[src/rtl/adder_pkg.sv]
`default_nettype none
// ============================================================================
// Module      : adder_pkg
// Description : Shared definitions for the carry-pipelined adder/subtractor.
//               Holds the default operand and segment widths, the operation
//               encoding, the stage-count helper and the parameter legality
//               check used at elaboration time by adder_pipe.
// Revision    : 1.0  initial release
// ============================================================================
package adder_pkg;

   // Default operand width and segment width (one pipeline stage per segment)
   localparam int unsigned DEF_W   = 32;
   localparam int unsigned DEF_SEG = 8;

   // Operation select as seen on the 'sub' input
   typedef enum logic {
      OP_ADD = 1'b0,
      OP_SUB = 1'b1
   } op_e;

   // Number of pipeline stages for a given width/segment split.
   // A zero segment width is guarded so the division never faults during
   // elaboration; such a configuration is rejected by params_ok anyway.
   function automatic int unsigned num_stages(input int unsigned w,
                                              input int unsigned seg);
      return (seg == 0) ? 1 : (w / seg);
   endfunction

   // Legal configurations: SEG >= 1 and W an exact non-zero multiple of SEG.
   function automatic bit params_ok(input int unsigned w,
                                    input int unsigned seg);
      return (seg >= 1) && (w >= seg) && ((w % seg) == 0);
   endfunction

endpackage : adder_pkg
`default_nettype wire

[src/rtl/adder_seg.sv]
`default_nettype none
// ============================================================================
// Module      : adder_seg
// Description : Combinational SEG-bit ripple segment used once per pipeline
//               stage of adder_pipe.
// Ports       : i_a, i_b  segment operands (i_b already inverted for subtract)
//               i_ci      carry into the segment LSB
//               o_s       segment sum
//               o_co      carry out of the segment MSB
//               o_cm      carry into the segment MSB
// Revision    : 1.0  initial release
// ============================================================================
module adder_seg
   import adder_pkg::*;
#(
   parameter int unsigned SEG = DEF_SEG
) (
   input  logic [SEG-1:0] i_a,
   input  logic [SEG-1:0] i_b,
   input  logic           i_ci,
   output logic [SEG-1:0] o_s,
   output logic           o_co,
   output logic           o_cm
);

   logic [SEG:0] w_sum;

   assign w_sum = {1'b0, i_a} + {1'b0, i_b} + {{SEG{1'b0}}, i_ci};
   assign o_s   = w_sum[SEG-1:0];
   assign o_co  = w_sum[SEG];

   // The MSB sum bit is a ^ b ^ carry-in, so the carry into the MSB can be
   // recovered from it without a separate (SEG-1)-bit adder. This form also
   // works for SEG = 1, where the carry into the MSB is simply i_ci.
   assign o_cm  = w_sum[SEG-1] ^ i_a[SEG-1] ^ i_b[SEG-1];

endmodule : adder_seg
`default_nettype wire

[src/rtl/adder_pipe.sv]
`default_nettype none
// ============================================================================
// Module      : adder_pipe
// Description : Parametrised carry-pipelined two's-complement adder/subtractor
//               with valid/ready handshakes on both sides. The W-bit operation
//               is split into N = W/SEG segments; segment k is added in stage
//               k using the carry registered by stage k-1, so one operation
//               completes per clock regardless of W. Latency is N cycles.
// Ports       : clk, rst            clock, synchronous active-high reset
//               in_valid, in_ready  operand handshake (in_ready = enable)
//               A, B, c0, sub       operands, carry-in, add(0)/subtract(1)
//               out_valid,out_ready result handshake
//               S, cout, sx         result, MSB carry-out, signed overflow
// Revision    : 1.0  initial release
// ============================================================================
module adder_pipe
   import adder_pkg::*;
#(
   parameter int unsigned W   = DEF_W,
   parameter int unsigned SEG = DEF_SEG
) (
   input  logic         clk,
   input  logic         rst,
   input  logic         in_valid,
   output logic         in_ready,
   input  logic [W-1:0] A,
   input  logic [W-1:0] B,
   input  logic         c0,
   input  logic         sub,
   output logic         out_valid,
   input  logic         out_ready,
   output logic [W-1:0] S,
   output logic         cout,
   output logic         sx
);

   localparam int unsigned N = num_stages(W, SEG);

   generate
      if (!params_ok(W, SEG)) begin : g_param_check
         $error("adder_pipe: W (%0d) must be a non-zero multiple of SEG (%0d)", W, SEG);
      end
   endgenerate

   // -------------------------------------------------------------------------
   // Stage registers
   //   r_ab[k] : A/result merge. Segments 0..k hold finished result bits,
   //             segments above k still hold the untouched A operand. Using a
   //             single vector gives both the A skew and the result de-skew
   //             path; after the last stage it is the whole aligned S.
   //   r_b[k]  : effective B skew. Consumed segments are cleared so only the
   //             operand lanes still needed downstream carry data.
   //   r_cy[k] : carry out of stage k into stage k+1 (last one is cout).
   //   r_vld   : valid shift chain, one bit per stage.
   //   r_sx    : signed overflow captured by the last stage.
   // -------------------------------------------------------------------------
   logic [W-1:0] r_ab [N];
   logic [W-1:0] r_b  [N];
   logic [N-1:0] r_cy;
   logic [N-1:0] r_vld;
   logic         r_sx;

   // Per-stage combinational inputs and next-state values
   logic [W-1:0] w_a_in  [N];
   logic [W-1:0] w_b_in  [N];
   logic         w_c_in  [N];
   logic         w_v_in  [N];
   logic [W-1:0] w_a_nxt [N];
   logic [W-1:0] w_b_nxt [N];
   logic         w_co    [N];
   logic         w_msb_ci;

   logic         w_en;
   op_e          w_op;
   logic [W-1:0] w_b_eff;
   logic         w_ci;

   // Whole-pipe enable: the pipe advances unless a result is waiting at the
   // output and downstream refuses it. Bubbles are deliberately not squeezed
   // out, which keeps in_ready a simple function of the output handshake.
   assign w_en     = !r_vld[N-1] || out_ready;
   assign in_ready = w_en;

   // Subtraction as A + ~B + 1; the borrow-in c0 then flips the carry-in so
   // that A - B - c0 == A + ~B + (1 - c0) == A + ~B + (c0 ^ 1).
   assign w_op    = op_e'(sub);
   assign w_b_eff = B ^ {W{w_op == OP_SUB}};
   assign w_ci    = c0 ^ sub;

   generate
      for (genvar k = 0; k < N; k++) begin : g_stage
         // Bit lanes belonging to segment k
         localparam logic [W-1:0] LANE_MASK = ({W{1'b1}} >> (W - SEG)) << (k * SEG);

         logic [SEG-1:0] w_s;
         logic           w_cm;

         if (k == 0) begin : g_first
            assign w_a_in[k] = A;
            assign w_b_in[k] = w_b_eff;
            assign w_c_in[k] = w_ci;
            assign w_v_in[k] = in_valid;
         end else begin : g_next
            assign w_a_in[k] = r_ab[k-1];
            assign w_b_in[k] = r_b[k-1];
            assign w_c_in[k] = r_cy[k-1];
            assign w_v_in[k] = r_vld[k-1];
         end

         adder_seg #(
            .SEG (SEG)
         ) u_seg (
            .i_a  (w_a_in[k][k*SEG +: SEG]),
            .i_b  (w_b_in[k][k*SEG +: SEG]),
            .i_ci (w_c_in[k]),
            .o_s  (w_s),
            .o_co (w_co[k]),
            .o_cm (w_cm)
         );

         // Drop the new result segment into its lane; retire the B lane.
         assign w_a_nxt[k] = (w_a_in[k] & ~LANE_MASK) | (W'(w_s) << (k * SEG));
         assign w_b_nxt[k] = w_b_in[k] & ~LANE_MASK;

         // Only the top segment's MSB carry-in matters (signed overflow).
         if (k == N - 1) begin : g_last
            assign w_msb_ci = w_cm;
         end else begin : g_mid
            logic w_cm_unused;
            assign w_cm_unused = w_cm;
         end
      end
   endgenerate

   // -------------------------------------------------------------------------
   // Pipeline registers. A stall (w_en = 0) freezes every stage together,
   // so the output beat, its flags and all in-flight beats hold their values.
   // -------------------------------------------------------------------------
   always_ff @(posedge clk) begin
      if (rst) begin
         r_vld <= '0;
         r_cy  <= '0;
         r_sx  <= 1'b0;
         for (int k = 0; k < N; k++) begin
            r_ab[k] <= '0;
            r_b[k]  <= '0;
         end
      end else if (w_en) begin
         for (int k = 0; k < N; k++) begin
            r_ab[k]  <= w_a_nxt[k];
            r_b[k]   <= w_b_nxt[k];
            r_cy[k]  <= w_co[k];
            r_vld[k] <= w_v_in[k];
         end
         r_sx <= w_msb_ci ^ w_co[N-1];
      end
   end

   // Outputs come straight from registers: out_valid has no combinational
   // path from out_ready.
   assign out_valid = r_vld[N-1];
   assign S         = r_ab[N-1];
   assign cout      = r_cy[N-1];
   assign sx        = r_sx;

endmodule : adder_pipe
`default_nettype wire
[config.mk]
export PLATFORM = sky130hd
export DESIGN_NAME = adder_pipe
export DESIGN_NICKNAME = d
export VERILOG_FILES = /design/src/rtl/adder_pkg.sv /design/src/rtl/adder_seg.sv /design/src/rtl/adder_pipe.sv
export SDC_FILE = /design/constraint.sdc
export NUM_CORES = 1
export LEC_CHECK = 0
export BUFFER_PORTS_ARGS = -buffer_cell sky130_fd_sc_hd__buf_2
export CAP_MARGIN = 15
export CORE_ASPECT_RATIO = 1.2
export CORE_MARGIN = 4
export CORE_UTILIZATION = 29
export CTS_BUF_LIST = sky130_fd_sc_hd__clkbuf_8
export DETAILED_ROUTE_END_ITERATION = 10
export RECOVER_POWER = 25
export SLEW_MARGIN = 30
export SYNTH_ARGS = -nofsm -noshare
export SYNTH_HDL_FRONTEND = slang
export SYNTH_SLANG_ARGS = --single-unit
[constraint.sdc]
create_clock -name clk -period 5.7 [get_ports clk]
set_clock_uncertainty 0.05 [all_clocks]
set_input_delay 0.57 -clock clk [delete_from_list [all_inputs] [get_ports clk]]
set_output_delay 0.57 -clock clk [all_outputs]
set_load 0.005 [all_outputs]
==> out/metrics.sh, run 1 <==
OUTCOME='finished, violations left'
VIOLATIONS='max-capacitance violations, max-slew violations'
WORSTSKEWPAIRLATENCY_PS=460
FP.DIEH_UM=196.0
HOLD_VIOL_FINAL=0
SYNTH.AVG_CELL_AREA_UM2=13.09
TIMING_WORST_SETUP_PATH_TYPE='flip-flop to flip-flop'
CTS-RESIZED-GATES=0
POST_DRT_VIA_CELL_RATIO=4.257
GPL.FINAL_WEIGHTED_CONGESTION=0.8199
SYNTH_CELL_AREA_UM2=8537
TOTALNEGATIVESETUPSLACK_PS=0
CRITPATHMAXSTAGEDELAY_PS=1370
PATH_MAX_FANOUT=99
CRITPATHLAUNCHTYPE='flip-flop'
WIRELENGTH_MM=15.55
CTS.HOLD.BUFFERS_ADDED=0
WL_PER_CELL_UM=14.01
CLK_PATH_BUF_DEPTH=2
DRT-INITIAL-DRC-COUNT=474
STATIC-LEAKAGE-POWER_nW=4.316
LAYOUT-DRIVE-GT1-SHARE_PCT=16.57
DESIGN.DIE.AREA_UM2=32260
IR_DROP_mV=0.1283
CRITICAL_PATH.ENDPOINT_TYPE='flip-flop'
FIN_HOLD_WS_PS=327.9
SYNTH.FF_LATCH_COUNT=185
INITIAL_UTILIZATION_PCT=29.51
PLACEMENT.IO_BUFFERS=105
CTS.SINKS=185
SHARE_OF_SYNTHESIZED_AREA_OCCUPIED_BY_FLIP_FLOPS_AND_LATCHES_PCT=64.02
GRT_START_MAX_NET_PINS=134
GRT_OVERFLOW=0
FINAL_COUNT_OF_NEGATIVE_SETUP_SLACK_ENDPOINTS=0
FINAL_MAX_SLEW_VIOL_COUNT=101
CORE.ROWCOUNT=68
ANTENNA_VIOLATING_NETS_POST_ROUTE=0
VIA_COUNT_OF_THE_FIRST_GLOBAL_ROUTING_PASS=4813
POST-CTS-SETUP-BUFFERS=0
SYNTH.DISTINCT_CELLS=34
CRITICAL_PATH_BUF_INV_COUNT=2
CRIT_REQUIRED_PS=5790
DPL.HPWL_MM=10.40
ACHIEVABLE_CLOCK_FREQUENCY_MHz=272.2
WIRE_LENGTH_OF_THE_FIRST_GLOBAL_ROUTING_PASS_MM=24.92
PATH_CLK_SLEW_PS=110
SYN-NUM-NETS=758
DIEWIDTH_UM=164.6
MIN-DELAY-PATH-CLASS='input port to flip-flop'
AREA_GROWTH_SYN_TO_LAYOUT_PCT=12.09
PWR_DENSITY_CELL_nW_PER_UM2=283.2
PATH_CELLS='nor2b_1, clkbuf_1, nand2_1, buf_12'
FINAL_CELL_MIX='176 x sky130_fd_sc_hd__edfxtp_1, 124 x sky130_fd_sc_hd__and3_1, 79 x sky130_fd_sc_hd__buf_2'
NETLIST_INSTANCES=652
TIMING_WORST_SLEW_PIN_VALUE_PS=2043
CRITPATHSLOWESTCELL='sky130_fd_sc_hd__nand2_1'
DRT_PRE_ANTENNA_ITERS=4
CTS_TREE='done'
NUMBER_OF_REMAINING_DRC_ERRORS=0
YS_WARN_COUNT=0
VIA_COUNT=4725
LAYOUT_COMMONEST_CELL='sky130_fd_sc_hd__edfxtp_1'
CTS-BUFFERS-INSERTED=17
TIMING.FINAL.CRIT_PERIOD_PS=3674
TOP_LEVEL_PORTS=106
SLEW_HEADROOM_PCT=-36.54
H-TREE-DEPTH=4
WORST_PATH_DOMINANT_CELL_FAMILY='simple AND/OR/NAND/NOR gates'
RSZ0062_AT_GRT='no'
FINAL_MIN_PERIOD_OVER_CLOCK_PERIOD_PCT=64.45
CAP_VIOLATIONS=2
FIN_NETS=817
CORE_OUTLINE_AREA_UM2=28930
GRT_ANTENNA_BEFORE_REPAIR=1
CLOCK_TREE.ROOT_CELL='sky130_fd_sc_hd__clkbuf_8'
CRIT_ARRIVAL_PS=3760
GLOBAL_ROUTE.USAGE.TOTAL_PCT=9.825
## synthesized netlist by cell type
library cell / n / area, um2
sky130_fd_sc_hd__a21boi_0: 3 / 22.52
sky130_fd_sc_hd__a21oi_1: 13 / 65.06
sky130_fd_sc_hd__ha_1: 28 / 350.3
sky130_fd_sc_hd__xnor2_1: 31 / 271.5
sky130_fd_sc_hd__inv_1: 21 / 78.83
sky130_fd_sc_hd__nor3_1: 18 / 90.09
sky130_fd_sc_hd__xor2_1: 16 / 140.1
sky130_fd_sc_hd__a31oi_1: 6 / 37.54
sky130_fd_sc_hd__nand2_1: 20 / 75.07
sky130_fd_sc_hd__fa_1: 8 / 160.2
sky130_fd_sc_hd__nor2b_1: 7 / 43.79
sky130_fd_sc_hd__o221ai_1: 1 / 8.760
sky130_fd_sc_hd__edfxtp_1: 176 / 5285
sky130_fd_sc_hd__a211oi_1: 4 / 30.03
sky130_fd_sc_hd__dfxtp_1: 9 / 180.2
sky130_fd_sc_hd__o211a_1: 1 / 10.01
sky130_fd_sc_hd__xnor2_2: 1 / 16.27
sky130_fd_sc_hd__nor2_1: 48 / 180.2
sky130_fd_sc_hd__and2b_2: 1 / 8.760
sky130_fd_sc_hd__o2111ai_1: 3 / 26.28
sky130_fd_sc_hd__buf_4: 32 / 240.2
sky130_fd_sc_hd__and2_1: 2 / 12.51
sky130_fd_sc_hd__buf_6: 1 / 11.26
sky130_fd_sc_hd__o21ai_0: 17 / 85.08
sky130_fd_sc_hd__o21a_1: 9 / 67.56
sky130_fd_sc_hd__clkbuf_1: 33 / 123.9
sky130_fd_sc_hd__nor2b_4: 1 / 13.76
sky130_fd_sc_hd__clkbuf_8: 1 / 13.76
sky130_fd_sc_hd__o31a_1: 2 / 17.52
sky130_fd_sc_hd__a21o_1: 4 / 30.03
sky130_fd_sc_hd__buf_2: 4 / 20.02
sky130_fd_sc_hd__o21bai_1: 1 / 7.510
sky130_fd_sc_hd__and3_1: 124 / 775.7
sky130_fd_sc_hd__nand2b_1: 6 / 37.54
## final cells by class
class / instances / area (um2)
clock buffer: 17 / 234.0
tap: 385 / 481.7
timing repair buffer: 111 / 563.0
sequential: 185 / 5465
fill: 2904 / 19360
multi-input combinational: 375 / 2584
clock inverter: 15 / 156.4
antenna: 1 / 2.502
inverter: 21 / 82.58
## metal layers
| layer | wire length [um] | GRT usage, % | part of all wire, % | up-vias |
|---|---|---|---|---|
| li1 | - | - | - | 2439 |
| met1 | 7325 | 13.17 | 47 | 2176 |
| met4 | 395 | 4.160 | 2.5 | 0 |
| met2 | 7215 | 15.27 | 46 | 92 |
| met5 | 0 | 0 | 0 | - |
| met3 | 612 | 2.269 | 3.9 | 18 |
## cells by family (layout without fill, tap and decap cells)
| family | count (synthesis) | in the layout | share of synthesized area, % |
|---|---|---|---|
| AND/OR/NAND/NOR | 227 | 227 | 14.50 |
| flip-flops | 185 | 185 | 64.02 |
| buffers and inverters | 92 | 164 | 5.716 |
| AO/OA/AOI/OAI | 64 | 64 | 4.778 |
| XOR/XNOR | 48 | 48 | 5.012 |
| adder cells (fa/ha/maj) | 36 | 36 | 5.980 |
| other | 0 | 1 | 0 |
## final timing paths
path	from	endpoint	slack, ps	cells after the start
hold / removal	in_valid	r_vld[0]	330	3
setup reg to reg	r_vld[3]	r_ab[0][90]	2030	4
setup / recovery	r_vld[3]	r_ab[0][90]	2030	4
hold reg to reg	r_vld[2]	r_vld[2]	410	2
## power by group
part,total [W],internal (W),switching (W)
Sequential,0.00161,0.00159,0.0000264
Clock,0.000841,0.000329,0.000512
Combinational,0.000255,0.000120,0.000135
## state kept, by name, indices dropped and copies added (netlist names)
name   cells
r_ab     128
r_b       48
r_cy       4
r_vld      4
sx         1
## tightest hold or removal path, delay by kind of cell
kind / cells / cell delay (ps)
AO/OA/AOI/OAI: 1 / 50
buffers and inverters: 1 / 120
AND/OR/NAND/NOR: 1 / 50
## stage by stage
stage	area, um2	power [W]	std cells	setup slack, ps	util [%]
floorplan	8537	0.001830	652	141.4	-
global placement	9196	0.001904	1076	2324	31.79
detailed placement	9204	0.001907	1076	2270	31.82
CTS	9594	0.002749	1108	2718	33.17
global route	9569	0.002843	1110	1666	33.08
finish	9569	0.002710	1110	2026	33.08
(Power assumes the default switching activity.)
==> inputs of run 2 (changes only) <==
==> constraint.sdc (replaced) <==
create_clock -name clk -period 3.85 [get_ports clk]
set_clock_uncertainty 0.05 [all_clocks]
set_input_delay 0.385 -clock clk [delete_from_list [all_inputs] [get_ports clk]]
set_output_delay 0.385 -clock clk [all_outputs]
set_load 0.005 [all_outputs]
==> run 2 against run 1 <==
Compared with the run above:
- the flow now finishes without violations
- sequential share of layout area shrank 0.36 points
- first-iteration DRC count shrank 0.42%
- utilization up 0.21 points
- routed wire length increased by 3.2%
- cell area increased by 0.63%
- cell count rose by 0.36%
- register-to-register slack lost 630 ps
- sequential cell count unchanged
- clock-buffer cell count is the same
==> out/metrics.sh, run 2 (same netlist as run 1, synthesis figures left out) <==
OUTCOME='finished clean'
GRT_START_MAX_NET_PINS=91
REG.LARGEST.LIST='r_ab: 128 flops, r_b: 48 flops'
MIN-DELAY-PATH-CLASS='input port to flip-flop'
DESIGN.DIE.AREA_UM2=32260
FF2FF_SETUP_SLACK_PS=1400
DRT-INITIAL-DRC-COUNT=472
ANTENNA_VIOLATING_NETS_POST_ROUTE=0
SLEW_HEADROOM_PCT=43.23
GLOBAL_ROUTE.USAGE.TOTAL_PCT=10.03
CTS-RESIZED-GATES=0
NUMBER_OF_REMAINING_DRC_ERRORS=0
CLOCK_TREE.ROOT_CELL='sky130_fd_sc_hd__clkbuf_8'
CRITICAL_PATH_BUF_INV_COUNT=3
VIA_COUNT=4812
FINAL_CORE_UTILIZATION_PCT=33.29
PATH_MAX_FANOUT=90
CORE.ROWCOUNT=68
CRITICAL_PATH.ENDPOINT_TYPE='output pin'
DRT_PRE_ANTENNA_ITERS=5
STATIC-LEAKAGE-POWER_nW=4.346
CRITICAL_PATH_CELL_COUNT=4
POST_LAYOUT_NONFILLER_INSTANCES=1114
FINAL_CELL_MIX='176 x sky130_fd_sc_hd__edfxtp_1, 124 x sky130_fd_sc_hd__and3_1, 80 x sky130_fd_sc_hd__buf_2'
PWR_DENSITY_CELL_nW_PER_UM2=429.9
CORE_OUTLINE_AREA_UM2=28930
GRT_ANTENNA_BEFORE_REPAIR=4
LAYOUT-DRIVE-GT1-SHARE_PCT=17.33
GPL.FINAL_WEIGHTED_CONGESTION=0.7965
CRITICAL_PATH.ENDPOINT='in_ready'
CLK_PATH_BUF_DEPTH=2
RSZ0062_AT_GRT='no'
H-TREE-DEPTH=4
GRT_OVERFLOW=0
FINAL_MIN_PERIOD_OVER_CLOCK_PERIOD_PCT=69.34
TIMING.FINAL.CRIT_PERIOD_PS=2670
DPL.HPWL_MM=10.89
CRITPATHLAUNCHTYPE='flip-flop'
PATH_CLK_SLEW_PS=90
AREA_GROWTH_SYN_TO_LAYOUT_PCT=12.80
INITIAL_UTILIZATION_PCT=29.51
LARGEST_REGISTER='r_ab'
CRIT_ARRIVAL_PS=2230
RR_STARTPOINT='r_vld[3]'
REG2REG_TO='r_ab[0][114]'
ACHIEVABLE_CLOCK_FREQUENCY_MHz=374.6
FIN_NETS=820
DIEWIDTH_UM=164.6
TOP_LEVEL_PORTS=106
LAYOUT_COMMONEST_CELL='sky130_fd_sc_hd__edfxtp_1'
POST_DRT_VIA_CELL_RATIO=4.320
CRITPATHMAXSTAGEDELAY_PS=540
WIRE_LENGTH_OF_THE_FIRST_GLOBAL_ROUTING_PASS_MM=25.45
TIMING.REG2REG.WORST_PATH_DEPTH=4
PLACED_CELLS=1080
HOLD_VIOL_FINAL=0
IR_DROP_mV=0.1781
WORSTSKEWPAIRLATENCY_PS=450
CRITPATHSLOWESTCELL='sky130_fd_sc_hd__buf_4'
LARGEST_REG_FLOPS=128
FINAL_MAX_SLEW_VIOL_COUNT=0
FINAL_COUNT_OF_NEGATIVE_SETUP_SLACK_ENDPOINTS=0
CTS_TREE='done'
POST-CTS-SETUP-BUFFERS=0
WL_PER_CELL_UM=14.41
PATH_CELLS='nor2b_1, clkinv_2, buf_4, buf_2'
WIRELENGTH_MM=16.05
TOTALNEGATIVESETUPSLACK_PS=0
WORST_PATH_DOMINANT_CELL_FAMILY='buffers and inverters'
VIA_COUNT_OF_THE_FIRST_GLOBAL_ROUTING_PASS=4811
TIMING.CRITICAL_PATH.FROM='r_vld[3]'
TIMING_WORST_SLEW_PIN_VALUE_PS=848.4
CRIT_REQUIRED_PS=3410
CAP_VIOLATIONS=0
TIMING_WORST_SETUP_PATH_TYPE='flip-flop to output pin'
CTS.HOLD.BUFFERS_ADDED=0
FP.DIEH_UM=196.0
CTS-BUFFERS-INSERTED=17
PLACEMENT.IO_BUFFERS=105
CTS.SINKS=185
-- run 2: cell count changes in the layout (fill, tap and decap cells not counted), moves of 2 or more --
| cell | before | now |
|---|---|---|
| sky130_fd_sc_hd__buf_4 | 2 | 7 |
| sky130_fd_sc_hd__bufinv_16 | 0 | 3 |
| sky130_fd_sc_hd__clkinv_8 | 3 | 0 |
| sky130_fd_sc_hd__clkinv_2 | 0 | 2 |
| sky130_fd_sc_hd__nand2_1 | 20 | 18 |
-- run 2: worst min-delay path by stage --
stage,start,endpoint,slack (ps),cells past startpoint
6_report,in_valid,r_vld[0],130,3
3_5_place_dp,r_vld[1],r_vld[1],400,2
4_1_cts,in_valid,r_vld[0],110,3
3_3_place_gp,r_vld[1],r_vld[1],390,2
2_1_floorplan,r_vld[0],r_vld[0],380,2
5_1_grt,in_valid,r_vld[0],120,3
-- run 2: power breakdown --
group	internal [W]	switching, W
Sequential	0.00235	0.0000384
Combinational	0.000177	0.000201
Clock	0.000660	0.000712
Total	0.00319	0.000952
-- run 2: through the flow --
stage,hold WS [ps],setup slack (ps),power [W],area (um2)
after floorplan,382.1,188.1,0.002708,8539
after global placement,392.5,1183,0.002816,9235
after detailed placement,396.5,1104,0.002824,9235
after CTS,105.5,1140,0.004193,9659
after global routing,123.7,987.2,0.004329,9627
final,132.4,1180,0.004139,9629
-- run 2: final cells by class --
type / instances / area [um2]
diodes: 2 / 5.005
clock buffers: 17 / 234.0
clock inverters: 15 / 190.2
fillers: 2900 / 19300
inverters: 21 / 80.08
multi-input cells: 375 / 2603
flip-flops and latches: 185 / 5465
well taps: 385 / 481.7
repair buffers: 114 / 570.5
-- run 2: worst min-delay path, stage by stage --
cell and delay (ps):
sky130_fd_sc_hd__buf_2 100, sky130_fd_sc_hd__nand2_1 40, sky130_fd_sc_hd__a21oi_1 60
-- run 2: layer usage --
layer	part of all wire [%]	vias up	global-route usage, %
met1	48	2253	13.25
li1	-	2445	-
met5	0.12	-	0
met4	2.4	4	4.438
met2	46	88	15.50
met3	3.9	22	2.627
